<file path="src/rtl/weight_update.sv">
// rtl/weight_update.sv - per-layer weight/bias update stage (delta x activation gradient step)
module weight_update #(
    parameter int NC = 4,
    parameter int NP = 4,
    parameter int WD = 8,
    parameter int WA = 8,
    parameter int WW = 12,
    parameter int LR = 8,
    parameter int FA = 7
) (
    input  logic                        iCLK,
    input  logic                        iRST,
    input  logic                        iValid_AS,
    output logic                        oReady_AS,
    input  logic [NC*WD+NP*WA-1:0]      iData_AS,
    output logic                        oValid_BS,
    input  logic                        iReady_BS,
    output logic [NC*NP*WW+NC*WW-1:0]   oData_BS
);

    localparam int IW = NC*WD + NP*WA;
    // Product of signed delta and zero-extended activation.
    localparam int PW = WD + WA + 1;
    // Subtraction width: one bit wider than either operand so it never wraps.
    localparam int SW = ((WW > PW) ? WW : PW) + 1;
    localparam int CW = (NP > 1) ? $clog2(NP) : 1;
    localparam logic [CW-1:0] COL_LAST = CW'(NP - 1);
    localparam logic signed [SW-1:0] SAT_MAX = SW'((2**(WW-1)) - 1);
    localparam logic signed [SW-1:0] SAT_MIN = SW'(-(2**(WW-1)));

    typedef enum logic [1:0] {
        S_IDLE,
        S_ACC,
        S_BIAS,
        S_OUT
    } state_t;

    state_t state;
    state_t state_next;

    logic [IW-1:0]          in_q;
    logic [CW-1:0]          col;
    logic signed [WW-1:0]   w_q [NC][NP];
    logic signed [WW-1:0]   b_q [NC];

    logic signed [WD-1:0]   delta [NC];
    logic [WA-1:0]          act [NP];
    logic [WA-1:0]          act_sel;
    logic signed [WW-1:0]   w_new [NC];
    logic signed [WW-1:0]   b_new [NC];
    logic                   accept;

    function automatic logic signed [WW-1:0] sat_ww(input logic signed [SW-1:0] x);
        if (x > SAT_MAX) begin
            return WW'(SAT_MAX);
        end else if (x < SAT_MIN) begin
            return WW'(SAT_MIN);
        end
        return WW'(x);
    endfunction

    function automatic logic signed [WW-1:0] weight_step(
        input logic signed [WW-1:0] w_old,
        input logic signed [WD-1:0] d,
        input logic [WA-1:0]        a
    );
        logic signed [PW-1:0] d_ext;
        logic signed [PW-1:0] a_ext;
        logic signed [PW-1:0] prod;
        logic signed [PW-1:0] g;
        logic signed [SW-1:0] diff;
        d_ext = PW'(d);
        a_ext = PW'($signed({1'b0, a}));
        prod  = d_ext * a_ext;
        g     = prod >>> LR;
        diff  = SW'(w_old) - SW'(g);
        return sat_ww(diff);
    endfunction

    function automatic logic signed [WW-1:0] bias_step(
        input logic signed [WW-1:0] b_old,
        input logic signed [WD-1:0] d
    );
        logic signed [WD-1:0] g;
        logic signed [SW-1:0] diff;
        g    = d >>> (LR - FA);
        diff = SW'(b_old) - SW'(g);
        return sat_ww(diff);
    endfunction

    // Unpack the captured packet and compute the candidate column and bias updates.
    always_comb begin
        for (int c = 0; c < NC; c++) begin
            delta[c] = in_q[c*WD +: WD];
        end
        for (int p = 0; p < NP; p++) begin
            act[p] = in_q[NC*WD + p*WA +: WA];
        end
        act_sel = act[col];
        for (int c = 0; c < NC; c++) begin
            w_new[c] = weight_step(w_q[c][col], delta[c], act_sel);
            b_new[c] = bias_step(b_q[c], delta[c]);
        end
    end

    // Handshake outputs and next-state selection.
    always_comb begin
        state_next = state;
        oReady_AS  = 1'b0;
        oValid_BS  = 1'b0;
        accept     = 1'b0;
        case (state)
            S_IDLE: begin
                oReady_AS = ~iRST;
                accept    = iValid_AS & ~iRST;
                if (accept) begin
                    state_next = S_ACC;
                end
            end
            S_ACC: begin
                if (col == COL_LAST) begin
                    state_next = S_BIAS;
                end
            end
            S_BIAS: begin
                state_next = S_OUT;
            end
            S_OUT: begin
                oValid_BS = 1'b1;
                if (iReady_BS) begin
                    state_next = S_IDLE;
                end
            end
            default: begin
                state_next = S_IDLE;
            end
        endcase
    end

    // State register.
    always_ff @(posedge iCLK) begin
        if (iRST) begin
            state <= S_IDLE;
        end else begin
            state <= state_next;
        end
    end

    // Packet capture, column counter and parameter registers.
    always_ff @(posedge iCLK) begin
        if (iRST) begin
            in_q <= '0;
            col  <= '0;
            for (int c = 0; c < NC; c++) begin
                b_q[c] <= '0;
                for (int p = 0; p < NP; p++) begin
                    w_q[c][p] <= '0;
                end
            end
        end else begin
            case (state)
                S_IDLE: begin
                    if (accept) begin
                        in_q <= iData_AS;
                        col  <= '0;
                    end
                end
                S_ACC: begin
                    for (int c = 0; c < NC; c++) begin
                        w_q[c][col] <= w_new[c];
                    end
                    if (col != COL_LAST) begin
                        col <= col + 1'b1;
                    end
                end
                S_BIAS: begin
                    for (int c = 0; c < NC; c++) begin
                        b_q[c] <= b_new[c];
                    end
                end
                default: begin
                end
            endcase
        end
    end

    // Parameter registers drive the output bus directly.
    always_comb begin
        oData_BS = '0;
        for (int c = 0; c < NC; c++) begin
            for (int p = 0; p < NP; p++) begin
                oData_BS[(c*NP + p)*WW +: WW] = w_q[c][p];
            end
            oData_BS[NC*NP*WW + c*WW +: WW] = b_q[c];
        end
    end

endmodule

</file>
<file path="config.mk">
export PLATFORM = sky130hd
export DESIGN_NAME = weight_update
export DESIGN_NICKNAME = d
export VERILOG_FILES = /design/src/rtl/weight_update.sv
export SDC_FILE = /design/constraint.sdc
export NUM_CORES = 1
export LEC_CHECK = 0
export BUFFER_PORTS_ARGS = -buffer_cell sky130_fd_sc_hd__buf_2
export CORE_ASPECT_RATIO = 1.1
export CORE_MARGIN = 2
export CORE_UTILIZATION = 55
export CTS_CLUSTER_DIAMETER = 50
export CTS_CLUSTER_SIZE = 30
export DETAILED_ROUTE_END_ITERATION = 8
export HOLD_SLACK_MARGIN = 0.03
export MAX_ROUTING_LAYER = met4
export PLACE_DENSITY = 0.77
export SLEW_MARGIN = 40
export SYNTH_ARGS = -nofsm -noshare
export SYNTH_HDL_FRONTEND = slang
export SYNTH_SLANG_ARGS = --single-unit
</file>
<file path="constraint.sdc">
create_clock -name iCLK -period 11.12 [get_ports iCLK]
set_input_delay 0.556 -clock iCLK [delete_from_list [all_inputs] [get_ports iCLK]]
set_output_delay 0.556 -clock iCLK [all_outputs]
set_load 0.01 [all_outputs]
</file>
==> results of run 1 <==
## metrics by stage
step           cell area, um^2  worst slack [ns]  total power (W)  std cells  hold slack, ns
3_5_place_dp             27200              2.37          0.00613       3376           0.465
5_1_grt                  28300              1.76          0.00790       3436           0.140
2_1_floorplan            25200              3.33          0.00500       2571           0.446
6_report                 28300              2.28          0.00734       3436           0.143
3_3_place_gp             27100              2.33          0.00597       3376           0.451
4_1_cts                  28300              2.34          0.00728       3434           0.126
## synth_stat cells, drive strengths merged (68+ instances only)
master / instances
ha: 268
inv: 267
nand2: 239
o21ai: 189
and2: 172
edfxtp: 156
dfxtp: 152
fa: 148
nor2: 145
clkbuf: 83
a21oi: 68
nand2b: 68
## cell type report
type / count / share of cell area [%]
multi-input combinational: 1888 / 56.7
timing repair buffer: 323 / 5.84
tap: 588 / 2.60
clock buffer: 33 / 2.84
clock inverter: 25 / 1.09
sequential: 308 / 27.3
inverter: 271 / 3.59
## kinds of logic after synthesis
group	count (synthesis)
simple gates	794
xor+xnor	95
compound gates	521
buf+inv	375
fa+ha+maj	417
mux	61
flops	308
## sequential cells by signal (all words and copies together), names as in the netlist
| signal | cells |
|---|---|
| in_q | 64 |
| col | 2 |
| state | 2 |
| w_q | 192 |
| b_q | 48 |
## how the worst max path moves through the flow
| stage | slack, ns | startpoint | endpoint |
|---|---|---|---|
| finish | 2.28 | col[0] | w_q[0][176] |
| global route | 1.76 | col[0] | w_q[0][176] |
| CTS | 2.34 | col[0] | w_q[0][176] |
| detailed placement | 2.37 | col[0] | w_q[0][176] |
| global placement | 2.33 | col[0] | w_q[0][164] |
| floorplan | 3.33 | col[0] | w_q[0][168] |
## routing by layer
layer	wire, um	vias to the layer above
li1	-	9462
met1	27600	9936
met2	32500	718
met3	5060	109
met4	1520	0
met5	0	-
## power by group
part / total [W] / internal (W) / leakage, nW / switching (W)
sequential: 0.00174 / 0.00152 / 2.86 / 0.000221
combinational: 0.00448 / 0.00179 / 9.83 / 0.00269
clock: 0.00112 / 0.000584 / 0.534 / 0.000536
## worst register-to-register path: cells and delay by family (launching register included)
kind | cells | cell delay [ns]
AO/OA/AOI/OAI | 7 | 2.49
buffers and inverters | 3 | 0.16
XOR/XNOR | 1 | 0.10
AND/OR/NAND/NOR | 5 | 1.67
adder cells (fa/ha/maj) | 6 | 2.67
flip-flops | 1 | 0.61
multiplexers | 2 | 0.98
==> out/metrics.csv, run 1 <==
stage;metric;value;unit
run_status;outcome;finished clean;
worst_setup_path;Reg2Reg Depth;24;
global_route;initial antenna violation count;0;
worst_setup_path;critical path type;reg2reg;
global_route;met3 Usage GRT;5.08;%
worst_setup_path;Crit path depth;24;
synthesis;combinational family with the most area after synthesis;adder cells;
hold_path;worst min path class;in2reg;
power_and_ir_drop;VDD IR-drop max;0.202;mV
sta;final setup vio count;0;
die;die footprint;47500;um^2
hold_path;worst hold path endpoint;in_q[61];
synthesis;mux cell area share after synthesis;5.25;%
final_layout;register area;7730;um^2
clock_network;Setup Buffers After CTS;0;
worst_setup_path;critical path launch point type;register;
worst_setup_path;arrival time worst endpoint;9.28;ns
die;starting density of the core;55.5;%
clock_network;CTS tree;yes;
global_route;vias in the first global route;20800;
synthesis;Syn. warnings;0;
worst_setup_path;origin of the critical flop-to-flop path;col[0];
synthesis;Post-synth EDFFs;156;
clock_network;Worst-path clk slew;0.08;ns
power_and_ir_drop;Pwr per Cell Area;259;nW/um^2
die;I/O pins;310;
global_route;Global Route Usage Sum;28.6;%
worst_setup_path;CP dominant cell by count;fa_1;
global_route;Global Route met2 Usage;47.3;%
synthesis;Primary FF master, synth;edfxtp_1;
die;Die W;208;um
final_layout;Final Util;62.4;%
synthesis;simple-gate share of the synthesized area;15.9;%
synthesis;Avg Cell Area, Syn;9.79;um^2
routing;via count;20200;
sta;Worst Max-Slew Pin Slew;0.816;ns
synthesis;Post-Synth Adder-Cell Area;25.1;%
synthesis;Synth Net Count;3055;
worst_setup_path;Crit path largest cell delay;0.80;ns
final_layout;most common cell after layout, fill and taps aside;buf_2;
clock_network;H-tree level count;1;
sta;Tcrit/Tclk final;79.5;%
sta;FMAX;113;MHz
worst_setup_path;CP Cell Sequence;mux4_2, nand2b_1, fa_1, fa_1, inv_1, fa_1, inv_1, fa_1, inv_1, ha_1, and4_1, a221oi_1, o21ai_0, o41ai_1, o21bai_1, a21oi_1, xor2_1, ha_1, or3_1, o311a_1, nor3_1, mux2i_2, nor2_4, o311ai_0;
clock_network;worst skew pair latency;0.61;ns
worst_setup_path;CP max stage cell;mux4_2;
hold_path;Hold Path Cell Cnt;3;
final_layout;layout cells sized above 1;17.8;%
placement;gp weighted congestion;0.924;
worst_setup_path;crit-path leading delay family;adder cells;
global_route;Top Usage Layer GRT;met2;
final_layout;area grow syn2layout;12.4;%
clock_network;clock buffer depth;3;
synthesis;XOR/XNOR share of the synthesized area;3.30;%
placement;input/output buffers;309;
clock_network;root buffer cell;clkbuf_16;
synthesis;Yosys top cell by area;edfxtp_1;
placement;dpl hpwl;50900;um
synthesis;synth top area cells;edfxtp_1, ha_1, dfxtp_1, fa_1, mux4_2;
synthesis;FF+latch count, synth;308;
worst_setup_path;Critical Path RT;11.56;ns
worst_setup_path;crit path buf inv count;3;
worst_setup_path;Crit. End Element;register;
power_and_ir_drop;leakage;13.2;nW
final_layout;Antenna diodes;0;
synthesis;post-synthesis compound-gate area fraction;14.0;%
flow_run;Max-Cap Viols;0;
global_route;GR met1 Demand/Resource;36.4;%
final_layout;fill count;3712;
synthesis;Post-synth ARST share;0;%
synthesis;Mapped Cells;2571;
global_route;GRT overflow;0;
clock_network;Clock Sinks;308;
final_layout;most frequent cells in the layout;buf_2, ha_1, inv_1;
global_route;global-route wire length before repair;108000;um
routing;Initial DRT Pass Iterations;5;
worst_setup_path;Worst Path Max Fanout;28;
clock_network;post-cts repair resize count;0;
die;Die Span Y;228;um
sta;max_slew headroom;45.5;%
worst_setup_path;Reg2Reg Setup Slack;2.28;ns
routing;DRT iter0 DRCs;1576;
global_route;largest net degree at the start of global routing;82;
final_layout;final layout net count;3307;
clock_network;TritonCTS buffer count;31;
die;row cnt;82;
sta;Slew Viols, Final;0;
sta;clock skew;0.0265;ns
routing;Final ANT Viol Nets;0;
routing;Post-Route WL;66600;um
synthesis;Synth Cell Area;25200;um^2
routing;Remaining DRCs;0;
die;CORE AREA;45300;um^2
sta;RSZ-0062 raised after global routing;false;
synthesis;sequential area share after synthesis;30.7;%
synthesis;Synth top area share;18.6;%
synthesis;Yosys cell types;88;
routing;drt wl/cell;19.4;um
sta;Hold Vio Cnt, Final;0;
routing;post-DR vias/cell;5.89;
hold_path;HP Start;iData_AS[61];
worst_setup_path;Crit Reg-Reg Endpoint;w_q[0][176];
sta;setup TNS;0;ns
final_layout;multi-input logic area;16000;um^2
clock_network;Post-CTS Hold Buffers;0;
sta;min Tclk post-route;8.84;ns
Note: power is estimated with default switching activity, not from simulation.
==> run 2, diff against run 1 <==
--- a/config.mk
+++ b/config.mk
@@ -8,13 +8,13 @@
 export BUFFER_PORTS_ARGS = -buffer_cell sky130_fd_sc_hd__buf_2
 export CORE_ASPECT_RATIO = 1.1
 export CORE_MARGIN = 2
-export CORE_UTILIZATION = 55
+export CORE_UTILIZATION = 54
 export CTS_CLUSTER_DIAMETER = 50
 export CTS_CLUSTER_SIZE = 30
 export DETAILED_ROUTE_END_ITERATION = 8
 export HOLD_SLACK_MARGIN = 0.03
 export MAX_ROUTING_LAYER = met4
-export PLACE_DENSITY = 0.77
+export PLACE_DENSITY = 0.79
 export SLEW_MARGIN = 40
 export SYNTH_ARGS = -nofsm -noshare
 export SYNTH_HDL_FRONTEND = slang
==> constraint.sdc (replaced) <==
create_clock -name iCLK -period 7.1 [get_ports iCLK]
set_input_delay 0.355 -clock iCLK [delete_from_list [all_inputs] [get_ports iCLK]]
set_output_delay 0.355 -clock iCLK [all_outputs]
set_load 0.01 [all_outputs]
==> run 2 against run 1 <==
Compared with the run above: the run now ends with negative setup slack left; global-route usage up 2.5 points; largest power group unchanged; via count up 11%; count of clock-buffer cells in the layout up 6; flip-flop and latch count unchanged; first-iteration DRC count up 14%; sequential power up 57%; combinational power up 130%; non-clock buffer count up 302; register-to-register slack worse by 2.5 ns; largest cell class unchanged.
==> out/metrics.csv, run 2 (synthesized netlist as in run 1, its figures left out) <==
stage;metric;value;unit;change
routing;Remaining DRCs;0;;unchanged
placement;DP Worst Slack;-0.313;ns;was 2.37 ns
worst_setup_path;Worst Path Max Fanout;5;;was 28
power_and_ir_drop;part of the power in combinational logic;68.9;%;was 61.1%
worst_setup_path;arrival time worst endpoint;7.70;ns;was 9.28 ns
power_and_ir_drop;VDD IR-drop max;0.367;mV;was 0.202 mV
power_and_ir_drop;clock power share;13.0;%;was 15.3%
global_route;vias in the first global route;22200;;was 20800
power_and_ir_drop;Switching Fraction;47.0;%;about the same
die;Die Span Y;230;um;was 228 um
final_layout;Antenna diodes;0;;unchanged
worst_setup_path;Crit path largest cell delay;0.64;ns;was 0.80 ns
sta;final setup margin;-0.271;ns;was 2.28 ns
power_and_ir_drop;Pwr per Cell Area;459;nW/um^2;was 259 nW/um^2
die;row cnt;83;;was 82
sta;Slew Viols, Final;0;;unchanged
sta;final hold slack;0.0436;ns;was 0.143 ns
global_route;largest net degree at the start of global routing;86;;was 82
die;Die W;210;um;was 208 um
sta;Tcrit/Tclk final;104;%;was 79.5%
sta;Hold Vio Cnt, Final;0;;unchanged
flow_run;Max-Cap Viols;0;;unchanged
sta;clock skew;0.0475;ns;was 0.0265 ns
routing;Post-Route WL;79600;um;was 66600 um
clock_network;Worst-path clk slew;0.08;ns;about the same
final_layout;most frequent cells in the layout;buf_2, inv_1, ha_1;;was buf_2, ha_1, inv_1
final_layout;max FFs per register;192;;unchanged
die;I/O pins;310;;unchanged
clock_network;root buffer cell;clkbuf_16;;unchanged
final_layout;Reg with most FFs;w_q;;unchanged
final_layout;Final Util;70.9;%;was 62.4%
global_route;global-route wire length before repair;117000;um;was 108000 um
sta;max_slew headroom;15.3;%;was 45.5%
final_layout;design area;32800;um^2;was 28300 um^2
clock_network;CTS tree;yes;;unchanged
clock_network;clock buffer depth;3;;unchanged
final_layout;final layout net count;3617;;was 3307
routing;Final ANT Viol Nets;0;;unchanged
sta;FMAX;136;MHz;was 113 MHz
power_and_ir_drop;internal power;0.00799;W;was 0.00389 W
global_route;Global Route Usage Sum;31.1;%;was 28.6%
worst_setup_path;CP max stage cell;mux4_2;;unchanged
die;die footprint;48400;um^2;was 47500 um^2
routing;drt wl/cell;21.2;um;was 19.4 um
clock_network;TritonCTS buffer count;34;;was 31
run_status;failing checks;negative setup slack;;
die;CORE AREA;46300;um^2;was 45300 um^2
power_and_ir_drop;sequential share of power;18.1;%;was 23.7%
final_layout;area grow syn2layout;30.4;%;was 12.4%
placement;area post-placement;28600;um^2;was 27200 um^2
clock_network;worst skew pair latency;0.59;ns;was 0.61 ns
sta;Worst Max-Slew Pin Slew;1.27;ns;was 0.816 ns
routing;Initial DRT Pass Iterations;6;;was 5
worst_setup_path;critical path launch point type;register;;unchanged
final_layout;layout cells sized above 1;31.6;%;was 17.8%
power_and_ir_drop;Sw Pwr;0.00708;W;was 0.00344 W
routing;DRT iter0 DRCs;1794;;was 1576
sta;final setup vio count;184;;was 0
clock_network;H-tree level count;2;;was 1
placement;dpl hpwl;54600;um;was 50900 um
routing;via count;22600;;was 20200
worst_setup_path;Crit. End Element;register;;unchanged
final_layout;most common cell after layout, fill and taps aside;buf_2;;unchanged
placement;gp weighted congestion;0.948;;was 0.924
worst_setup_path;CP dominant cell by count;fa_1;;unchanged
global_route;GRT overflow;0;;unchanged
placement;input/output buffers;309;;unchanged
clock_network;Clock Sinks;308;;unchanged
sta;min Tclk post-route;7.37;ns;was 8.84 ns
power_and_ir_drop;leakage;15.3;nW;was 13.2 nW
worst_setup_path;critical path type;reg2reg;;unchanged
final_layout;biggest regs;w_q (192), in_q (64), b_q (48);;unchanged
routing;post-DR vias/cell;6.01;;was 5.89
global_route;initial antenna violation count;0;;unchanged
sta;RSZ-0062 raised after global routing;true;;was false
die;starting density of the core;54.4;%;was 55.5%
worst_setup_path;Critical Path RT;7.43;ns;was 11.56 ns
hold_path;worst min path class;in2reg;;unchanged
run_status;outcome;finished with violations;;was finished clean
## run 2: repair_timing
| action | CTS | global route |
|---|---|---|
| cloned | 3 | 10 |
| setup buffers | 20 | 43 |
| hold buffers | 58 | 0 |
| resized for setup | 124 | 314 |
| endpoints found under the hold margin | 58 | 0 |
| pin swaps | 45 | 105 |
| setup endpoints to repair | 184 | 192 |
## run 2: power groups by stage
stage,clock [W],combinational [W],sequential [W]
5_1_grt,0.00203,0.0111,0.00276
3_5_place_dp,0,0.00798,0.00274
6_report,0.00196,0.0104,0.00273
3_3_place_gp,0,0.00775,0.00272
2_1_floorplan,0,0.00517,0.00276
4_1_cts,0.00197,0.00873,0.00270
## run 2: worst max-delay path, delay by kind of cell, from the launching register on
family                     cells  cell delay, ns
AOI/OAI and AO/OA              5            0.95
xor gates and xnor gates       1            0.13
adders and majority gates      6            2.71
buffers and inverters          6            0.81
DFF                            1            0.37
muxes                          1            0.64
and+or+nand+nor                6            1.51
## run 2: worst paths after layout
path	from	slack, ns	cells after the start	to
hold reg to reg	in_q[41]	0.48	2	in_q[41]
setup reg to reg	col[0]	-0.27	25	w_q[0][51]
hold / removal	iData_AS[3]	0.04	3	in_q[3]
setup / recovery	col[0]	-0.27	25	w_q[0][51]
## run 2: per-layer routing
metal | up-vias | share of wire (%) | GRT usage, %
met1 | 11000 | 39 | 39.8
met3 | 264 | 8.0 | 5.13
met4 | 0 | 4.3 | 11.4
met5 | - | 0 | -
met2 | 1159 | 48 | 50.2
li1 | 10100 | - | -
## run 2: area by class of cell
cell class,instances,area [um^2]
Clock inverter,23,329
Multi-Input combinational cell,1893,17700
Tap cell,595,744
Fill cell,3187,13500
Clock buffer,39,922
Timing Repair Buffer,625,4420
Sequential cell,308,7730
Inverter,271,1020
## run 2: stage by stage
| stage | TNS (ns) | instances | total power, W |
|---|---|---|---|
| finish | -23.90 | 3754 | 0.0151 |
| global route | -52.32 | 3754 | 0.0159 |
| CTS | -0.183 | 3701 | 0.0134 |
| detailed placement | -33.65 | 3558 | 0.0107 |
| global placement | -14.72 | 3557 | 0.0105 |
| floorplan | -0.105 | 2571 | 0.00793 |
